File: config.mk
export PLATFORM = sky130hd
export DESIGN_NAME = pc_sequencer_flat
export DESIGN_NICKNAME = d
export VERILOG_FILES = /design/src/rtl/pc_seq_defs.sv /design/src/rtl/pc_sequencer_if.sv /design/src/rtl/redirect_latch.sv /design/src/rtl/pc_sequencer.sv /design/src/flat_wrapper.sv
export SDC_FILE = /design/constraint.sdc
export NUM_CORES = 1
export LEC_CHECK = 0
export BUFFER_PORTS_ARGS = -buffer_cell sky130_fd_sc_hd__buf_2
export CORE_MARGIN = 2
export CORE_UTILIZATION = 25
export CTS_CLUSTER_DIAMETER = 60
export CTS_CLUSTER_SIZE = 12
export DETAILED_ROUTE_END_ITERATION = 8
export PLACE_DENSITY = 0.47
export SLEW_MARGIN = 0
export SYNTH_ARGS = -nofsm -noshare
export SYNTH_HDL_FRONTEND = slang
export SYNTH_SLANG_ARGS = --single-unit
export TNS_END_PERCENT = 20
File: constraint.sdc
create_clock -name clk -period 2.2 [get_ports clk]
set_input_delay 0.22 -clock clk [delete_from_list [all_inputs] [get_ports clk]]
set_output_delay 0.22 -clock clk [all_outputs]
set_load 0.02 [all_outputs]
File: src/rtl/pc_seq_defs.sv
// Shared definitions for the next-PC sequencer: sequencer state encoding,
// redirect priority codes and default address/width constants.
package pc_seq_defs;

  localparam int          PC_W_DEF      = 16;
  localparam logic [15:0] RESET_VEC_DEF = 16'h0000;
  localparam logic [15:0] IRQ_VEC_DEF   = 16'h0004;
  localparam int          PC_STEP_DEF   = 1;

  typedef enum logic [2:0] {
    ST_BOOT   = 3'd0,
    ST_WRITE0 = 3'd1,
    ST_FETCH  = 3'd2,
    ST_UPDATE = 3'd3,
    ST_STALL  = 3'd4
  } seq_state_t;

  // Numeric order is the overwrite priority: a larger code replaces a smaller one.
  typedef enum logic [1:0] {
    RD_NONE = 2'd0,
    RD_BR   = 2'd1,
    RD_JMP  = 2'd2,
    RD_RETI = 2'd3
  } redirect_kind_t;

endpackage

File: src/rtl/pc_sequencer_if.sv
// Instruction-memory fetch handshake between the PC sequencer (master)
// and the instruction memory (slave).
interface pc_sequencer_if import pc_seq_defs::*; #(
  parameter int PC_W = PC_W_DEF
);

  logic            imem_req;
  logic [PC_W-1:0] imem_addr;
  logic            imem_ack;

  modport master (
    output imem_req,
    output imem_addr,
    input  imem_ack
  );

  modport slave (
    input  imem_req,
    input  imem_addr,
    output imem_ack
  );

endinterface

File: src/rtl/redirect_latch.sv
// Single-entry pending redirect register. Holds the strongest branch, jump
// or return-from-interrupt seen since the last decision; equal priority
// keeps the newest event.
module redirect_latch import pc_seq_defs::*; #(
  parameter int PC_W = PC_W_DEF
) (
  input  logic            clk,
  input  logic            reset,
  input  logic            enable,
  input  logic            clear,
  input  logic            in_isr,
  input  logic            br_taken,
  input  logic [PC_W-1:0] br_target,
  input  logic            jmp_valid,
  input  logic [PC_W-1:0] jmp_target,
  input  logic            reti,
  output redirect_kind_t  pend_kind,
  output logic [PC_W-1:0] pend_target
);

  redirect_kind_t  in_kind;
  logic [PC_W-1:0] in_target;

  // Reduce this cycle's redirect inputs to the single strongest event; reti only counts inside a handler.
  always_comb begin
    in_kind   = RD_NONE;
    in_target = '0;
    if (reti && in_isr) begin
      in_kind = RD_RETI;
    end else if (jmp_valid) begin
      in_kind   = RD_JMP;
      in_target = jmp_target;
    end else if (br_taken) begin
      in_kind   = RD_BR;
      in_target = br_target;
    end
  end

  // Load a new event if it is at least as strong as the pending one; a decision empties the entry first.
  always_ff @(posedge clk) begin
    if (reset) begin
      pend_kind   <= RD_NONE;
      pend_target <= '0;
    end else if (enable && (in_kind != RD_NONE) && (clear || (in_kind >= pend_kind))) begin
      pend_kind   <= in_kind;
      pend_target <= in_target;
    end else if (clear) begin
      pend_kind   <= RD_NONE;
    end
  end

endmodule

File: src/rtl/pc_sequencer.sv
// Next-PC controller: boots the PC register, fetches through a req/ack
// handshake and, on each completed fetch, writes the next PC chosen by
// priority irq > reti > jump > branch > sequential. Tracks the interrupt
// return address and whether a handler is running.
module pc_sequencer import pc_seq_defs::*; #(
  parameter int              PC_W      = PC_W_DEF,
  parameter logic [PC_W-1:0] RESET_VEC = PC_W'(RESET_VEC_DEF),
  parameter logic [PC_W-1:0] IRQ_VEC   = PC_W'(IRQ_VEC_DEF),
  parameter int              PC_STEP   = PC_STEP_DEF
) (
  input  logic            clk,
  input  logic            reset,
  input  logic [PC_W-1:0] pc_cur,
  pc_sequencer_if.master  imem,
  input  logic            stall,
  input  logic            br_taken,
  input  logic [PC_W-1:0] br_target,
  input  logic            jmp_valid,
  input  logic [PC_W-1:0] jmp_target,
  input  logic            irq,
  input  logic            reti,
  output logic            pc_write,
  output logic [PC_W-1:0] pc_in,
  output logic            fetch_valid,
  output logic            flush,
  output logic [PC_W-1:0] epc,
  output logic            in_isr
);

  localparam logic [PC_W-1:0] STEP = PC_W'(PC_STEP);

  seq_state_t      state;
  logic            req_q;
  logic            decide;
  logic [PC_W-1:0] seq_pc;
  logic [PC_W-1:0] tgt_pc;
  redirect_kind_t  pend_kind;
  logic [PC_W-1:0] pend_target;

  assign imem.imem_req  = req_q;
  assign imem.imem_addr = pc_cur;

  // The decision point is the cycle a fetch completes; the sequential PC wraps at the width boundary.
  always_comb begin
    decide = (state == ST_FETCH) && imem.imem_ack;
    seq_pc = pc_cur + STEP;
    tgt_pc = (pend_kind != RD_NONE) ? pend_target : seq_pc;
  end

  redirect_latch #(.PC_W(PC_W)) u_redirect (
    .clk         (clk),
    .reset       (reset),
    .enable      (state != ST_BOOT),
    .clear       (decide),
    .in_isr      (in_isr),
    .br_taken    (br_taken),
    .br_target   (br_target),
    .jmp_valid   (jmp_valid),
    .jmp_target  (jmp_target),
    .reti        (reti),
    .pend_kind   (pend_kind),
    .pend_target (pend_target)
  );

  // Sequencer FSM with registered outputs; the pulse outputs default low every cycle.
  always_ff @(posedge clk) begin
    if (reset) begin
      state       <= ST_BOOT;
      req_q       <= 1'b0;
      pc_write    <= 1'b0;
      pc_in       <= '0;
      fetch_valid <= 1'b0;
      flush       <= 1'b0;
      epc         <= '0;
      in_isr      <= 1'b0;
    end else begin
      pc_write    <= 1'b0;
      fetch_valid <= 1'b0;
      flush       <= 1'b0;
      unique case (state)
        ST_BOOT: begin
          state    <= ST_WRITE0;
          pc_write <= 1'b1;
          pc_in    <= RESET_VEC;
        end
        ST_WRITE0: begin
          state <= ST_FETCH;
          req_q <= 1'b1;
        end
        ST_FETCH: begin
          if (imem.imem_ack) begin
            state    <= ST_UPDATE;
            req_q    <= 1'b0;
            pc_write <= 1'b1;
            if (irq && !in_isr) begin
              pc_in  <= IRQ_VEC;
              epc    <= tgt_pc;
              in_isr <= 1'b1;
              flush  <= 1'b1;
            end else if (pend_kind == RD_RETI) begin
              pc_in  <= epc;
              in_isr <= 1'b0;
              flush  <= 1'b1;
            end else if (pend_kind != RD_NONE) begin
              pc_in <= pend_target;
              flush <= 1'b1;
            end else begin
              pc_in       <= seq_pc;
              fetch_valid <= 1'b1;
            end
          end
        end
        ST_UPDATE: begin
          if (stall) begin
            state <= ST_STALL;
          end else begin
            state <= ST_FETCH;
            req_q <= 1'b1;
          end
        end
        ST_STALL: begin
          if (!stall) begin
            state <= ST_FETCH;
            req_q <= 1'b1;
          end
        end
        default: begin
          state <= ST_BOOT;
          req_q <= 1'b0;
        end
      endcase
    end
  end

endmodule

File: src/flat_wrapper.sv
// flat-port wrapper written by rule: the top's interface ports become plain ports
module pc_sequencer_flat import pc_seq_defs::*;
#(
  parameter int              PC_W      = PC_W_DEF,
  parameter logic [PC_W-1:0] RESET_VEC = PC_W'(RESET_VEC_DEF),
  parameter logic [PC_W-1:0] IRQ_VEC   = PC_W'(IRQ_VEC_DEF),
  parameter int              PC_STEP   = PC_STEP_DEF
)
  (clk, reset, pc_cur, stall, br_taken, br_target, jmp_valid, jmp_target, irq, reti, pc_write, pc_in, fetch_valid, flush, epc, in_isr, imem_imem_req, imem_imem_addr, imem_imem_ack);
  pc_sequencer_if #(.PC_W(PC_W)) imem_i ();
  input  logic clk;
  input  logic reset;
  input  logic [PC_W-1:0] pc_cur;
  input  logic stall;
  input  logic br_taken;
  input  logic [PC_W-1:0] br_target;
  input  logic jmp_valid;
  input  logic [PC_W-1:0] jmp_target;
  input  logic irq;
  input  logic reti;
  output logic pc_write;
  output logic [PC_W-1:0] pc_in;
  output logic fetch_valid;
  output logic flush;
  output logic [PC_W-1:0] epc;
  output logic in_isr;
  output wire logic [$bits(imem_i.imem_req)-1:0] imem_imem_req;
  output wire logic [$bits(imem_i.imem_addr)-1:0] imem_imem_addr;
  input wire logic [$bits(imem_i.imem_ack)-1:0] imem_imem_ack;
  assign imem_imem_req = imem_i.imem_req;
  assign imem_imem_addr = imem_i.imem_addr;
  assign imem_i.imem_ack = imem_imem_ack;
  pc_sequencer #(.PC_W(PC_W), .RESET_VEC(RESET_VEC), .IRQ_VEC(IRQ_VEC), .PC_STEP(PC_STEP)) u_core (.clk(clk), .reset(reset), .pc_cur(pc_cur), .imem(imem_i), .stall(stall), .br_taken(br_taken), .br_target(br_target), .jmp_valid(jmp_valid), .jmp_target(jmp_target), .irq(irq), .reti(reti), .pc_write(pc_write), .pc_in(pc_in), .fetch_valid(fetch_valid), .flush(flush), .epc(epc), .in_isr(in_isr));
endmodule
==> metrics.md <==
| Metric | Value |
|---|---|
| CTS root buf | clkbuf_16 |
| Fraction of registers with async set/reset | 0 |
| Worst-Margin Slew | 0.897 ns |
| Post-synth top flop | dfxtp_1 |
| Synthesis-stage register bit count | 58 |
| Final period utilization | 0.890 |
| Detailed-placement wirelength estimate | 7.95 mm |
| First-pass GRT wire length | 16.9 mm |
| # diodes | 0 |
| Crit Reg-Reg Startpoint | u_core.in_isr |
| Largest net degree at the start of global routing | 25 |
| Share of the synthesized area in the top cell type | 0.346 |
| Final setup viols | 0 |
| Post-Syn Area | 0.00335 mm^2 |
| Minimum clock period | 1.96 ns |
| DIE WIDTH | 120 um |
| Final core occ | 0.327 |
| Post-CTS Resized | 0 |
| Via count | 3,141 |
| CTS Sinks | 58 |
| Antenna viol nets, final | 0 |
| Worst-Skew Late Latency | 0.33 ns |
| Initial antenna violation count | 0 |
| Post-Synthesis Net Count | 441 |
| Area Growth Syn to Fin | 28.7% |
| TritonCTS clock tree | done |
| Most common cell in the synthesized netlist | dfxtp_1 |
| Fillers | 1,390 |
| H-tree depth | 3 |
| CP max FO | 13 |
| Setup TNS | 0 ns |
| Vias in the first global route | 3,153 |
| DR pass1 iterations | 4 |
| Max Clk Rate | 0.511 GHz |
| Worst min-delay path class | in2reg |
| Drt first-iter violations | 155 |
| GPL Wtd Cong | 0.760 |
| Synth Area per Inst | 8.75 um^2 |
| WP data arrival | 2.21 ns |
| Synth cell count leaders | dfxtp_1, nand2_1, nor2_1, a21oi_1, o21ai_0 |
| Starting Density | 0.254 |
| Synth area leader | dfxtp_1 |
| Total congestion overflow | 0 |
| Row count | 42 |
| Hold WS | 0.187 ns |
| WP data required | 2.45 ns |
| Min-Delay Startpoint | stall |
| Routed WL per cell | 15.8 um |
| Synth cell types | 63 |
| Hold-fix buffers, CTS | 0 |
| Status | complete, no violations |
| Yosys warns | 0 |
| Die Y | 120 um |
| Worst setup path startpoint | u_core.in_isr |
| Non-filler cells in the finished layout | 660 |
| Tot Pwr | 0.00324 W |
| Startpoint Class | flip-flop |
| Clock skew | 0.00963 ns |
| Share of cells above drive strength 1 | 0.364 |
| Placed Cells | 644 |
| PwrDens | 750 mW/mm^2 |
| Crit end category | flip-flop |
| Die ar. | 0.0143 mm^2 |
| Worst vdd ir | 0.375 mV |
| TritonCTS buffer count | 9 |
| LEAKAGE | 1.78 nW |
| CORE AREA | 0.0132 mm^2 |
| Post-Syn Instances | 383 |
| Final Max Tran Viols | 0 |
| Max Cap Viol | 0 |
| Final WL | 10.4 mm |
| Final hold violations | 0 |
| Synth top area cells | dfxtp_1, a21oi_1, a22oi_1 |
| Max-slew headroom | 0.402 |
| Clk slew on worst S/H paths | 0.05 ns |
| Clk buf depth | 2 |
| Postcts setup bufs | 0 |
| Nets@finish | 537 |
| Post-route DRC | 0 |
| IO Port Bufs | 108 |
| IO Count | 109 |
| Number of flops mapped to enable cells by yosys | 0 |
| Overall routing resource usage | 0.151 |
| RSZ-0062 raised after global routing | no |
| Post-DR vias/cell | 4.76 |
| CP Class | reg2reg |
| Sequential share of the synthesized area | 0.346 |
==> cell families after synthesis <==
group / after synthesis / share of synthesized area
xor gates and xnor gates: 15 / 0.0392
DFF: 58 / 0.346
adders and majority gates: 3 / 0.0108
and+or+nand+nor: 121 / 0.196
buffers and inverters: 46 / 0.0784
muxes: 9 / 0.0280
AOI/OAI and AO/OA: 131 / 0.302
==> state kept, by name, indices dropped and copies added (netlist names), 2 cells and up <==
name                           cells
u_core.pc_in                      16
u_core.state                       3
u_core.u_redirect.pend_kind        2
u_core.u_redirect.pend_target     16
u_core.epc                        16
==> layout by cell type (no fill, tap or decap), types with 4 or more instances in the layout <==
cell type,instances
buf_4,16
clkbuf_16,9
xnor2_1,7
a211oi_1,4
o21ai_1,4
a21oi_1,29
a21o_1,4
nand2b_1,6
a22o_1,4
a22oi_1,19
o211ai_1,6
nor2b_1,5
nand2_1,36
dfxtp_1,58
buf_2,108
inv_1,7
nand3_1,8
nor2_1,31
o2bb2ai_2,9
nand3b_1,4
mux2i_1,6
o21ai_0,21
nand4_1,4
xor2_1,8
==> report_power, final <==
part | switching [W] | total (W) | internal, W
logic | 0.000389 | 0.000627 | 0.000238
registers | 0.0000579 | 0.00116 | 0.00110
clock network | 0.000483 | 0.00145 | 0.000965
total | 0.000930 | 0.00324 | 0.00231
==> layout make-up <==
cell class | instances | area (um^2) | area share
clock buffers | 12 | 267 | 0.0618
clock inverters | 4 | 48.8 | 0.0113
inverters | 7 | 26.3 | 0.00609
multi-input cells | 279 | 1930 | 0.448
flip-flops and latches | 58 | 1160 | 0.269
well taps | 176 | 220 | 0.0510
repair buffers | 124 | 661 | 0.153
==> critical path, stage by stage, from the launching register on <==
cell	delay, ns
dfxtp_1	0.30
a21oi_1	0.19
ha_1	0.27
nor2b_1	0.20
maj3_2	0.27
a21oi_4	0.10
nor2_4	0.39
o2bb2ai_1	0.16
==> final timing paths <==
check	end	slack, ns	cells after the start
worst max-delay path	u_core.u_redirect.pend_target[0]	0.24	7
worst min-delay path	u_core.state[2]	0.19	3
worst max register to register	u_core.u_redirect.pend_target[0]	0.24	7
worst min register to register	u_core.pc_in[14]	0.46	2
==> per-stage QoR <==
step | cell area (um^2) | setup WS [ns]
floorplan | 3350 | 0.0917
global placement | 4000 | 0.159
detailed placement | 4000 | 0.0734
CTS | 4310 | 0.232
global route | 4310 | 0.0409
finish | 4310 | 0.242
==> metal layers <==
layer	GRT usage	share of wire	up-vias
li1	-	-	1592
met1	0.183	0.43	1466
met2	0.265	0.50	75
met3	0.0437	0.059	8
met4	0.0316	0.011	0
met5	0	0	-
Power figures use the tool's default switching activity.
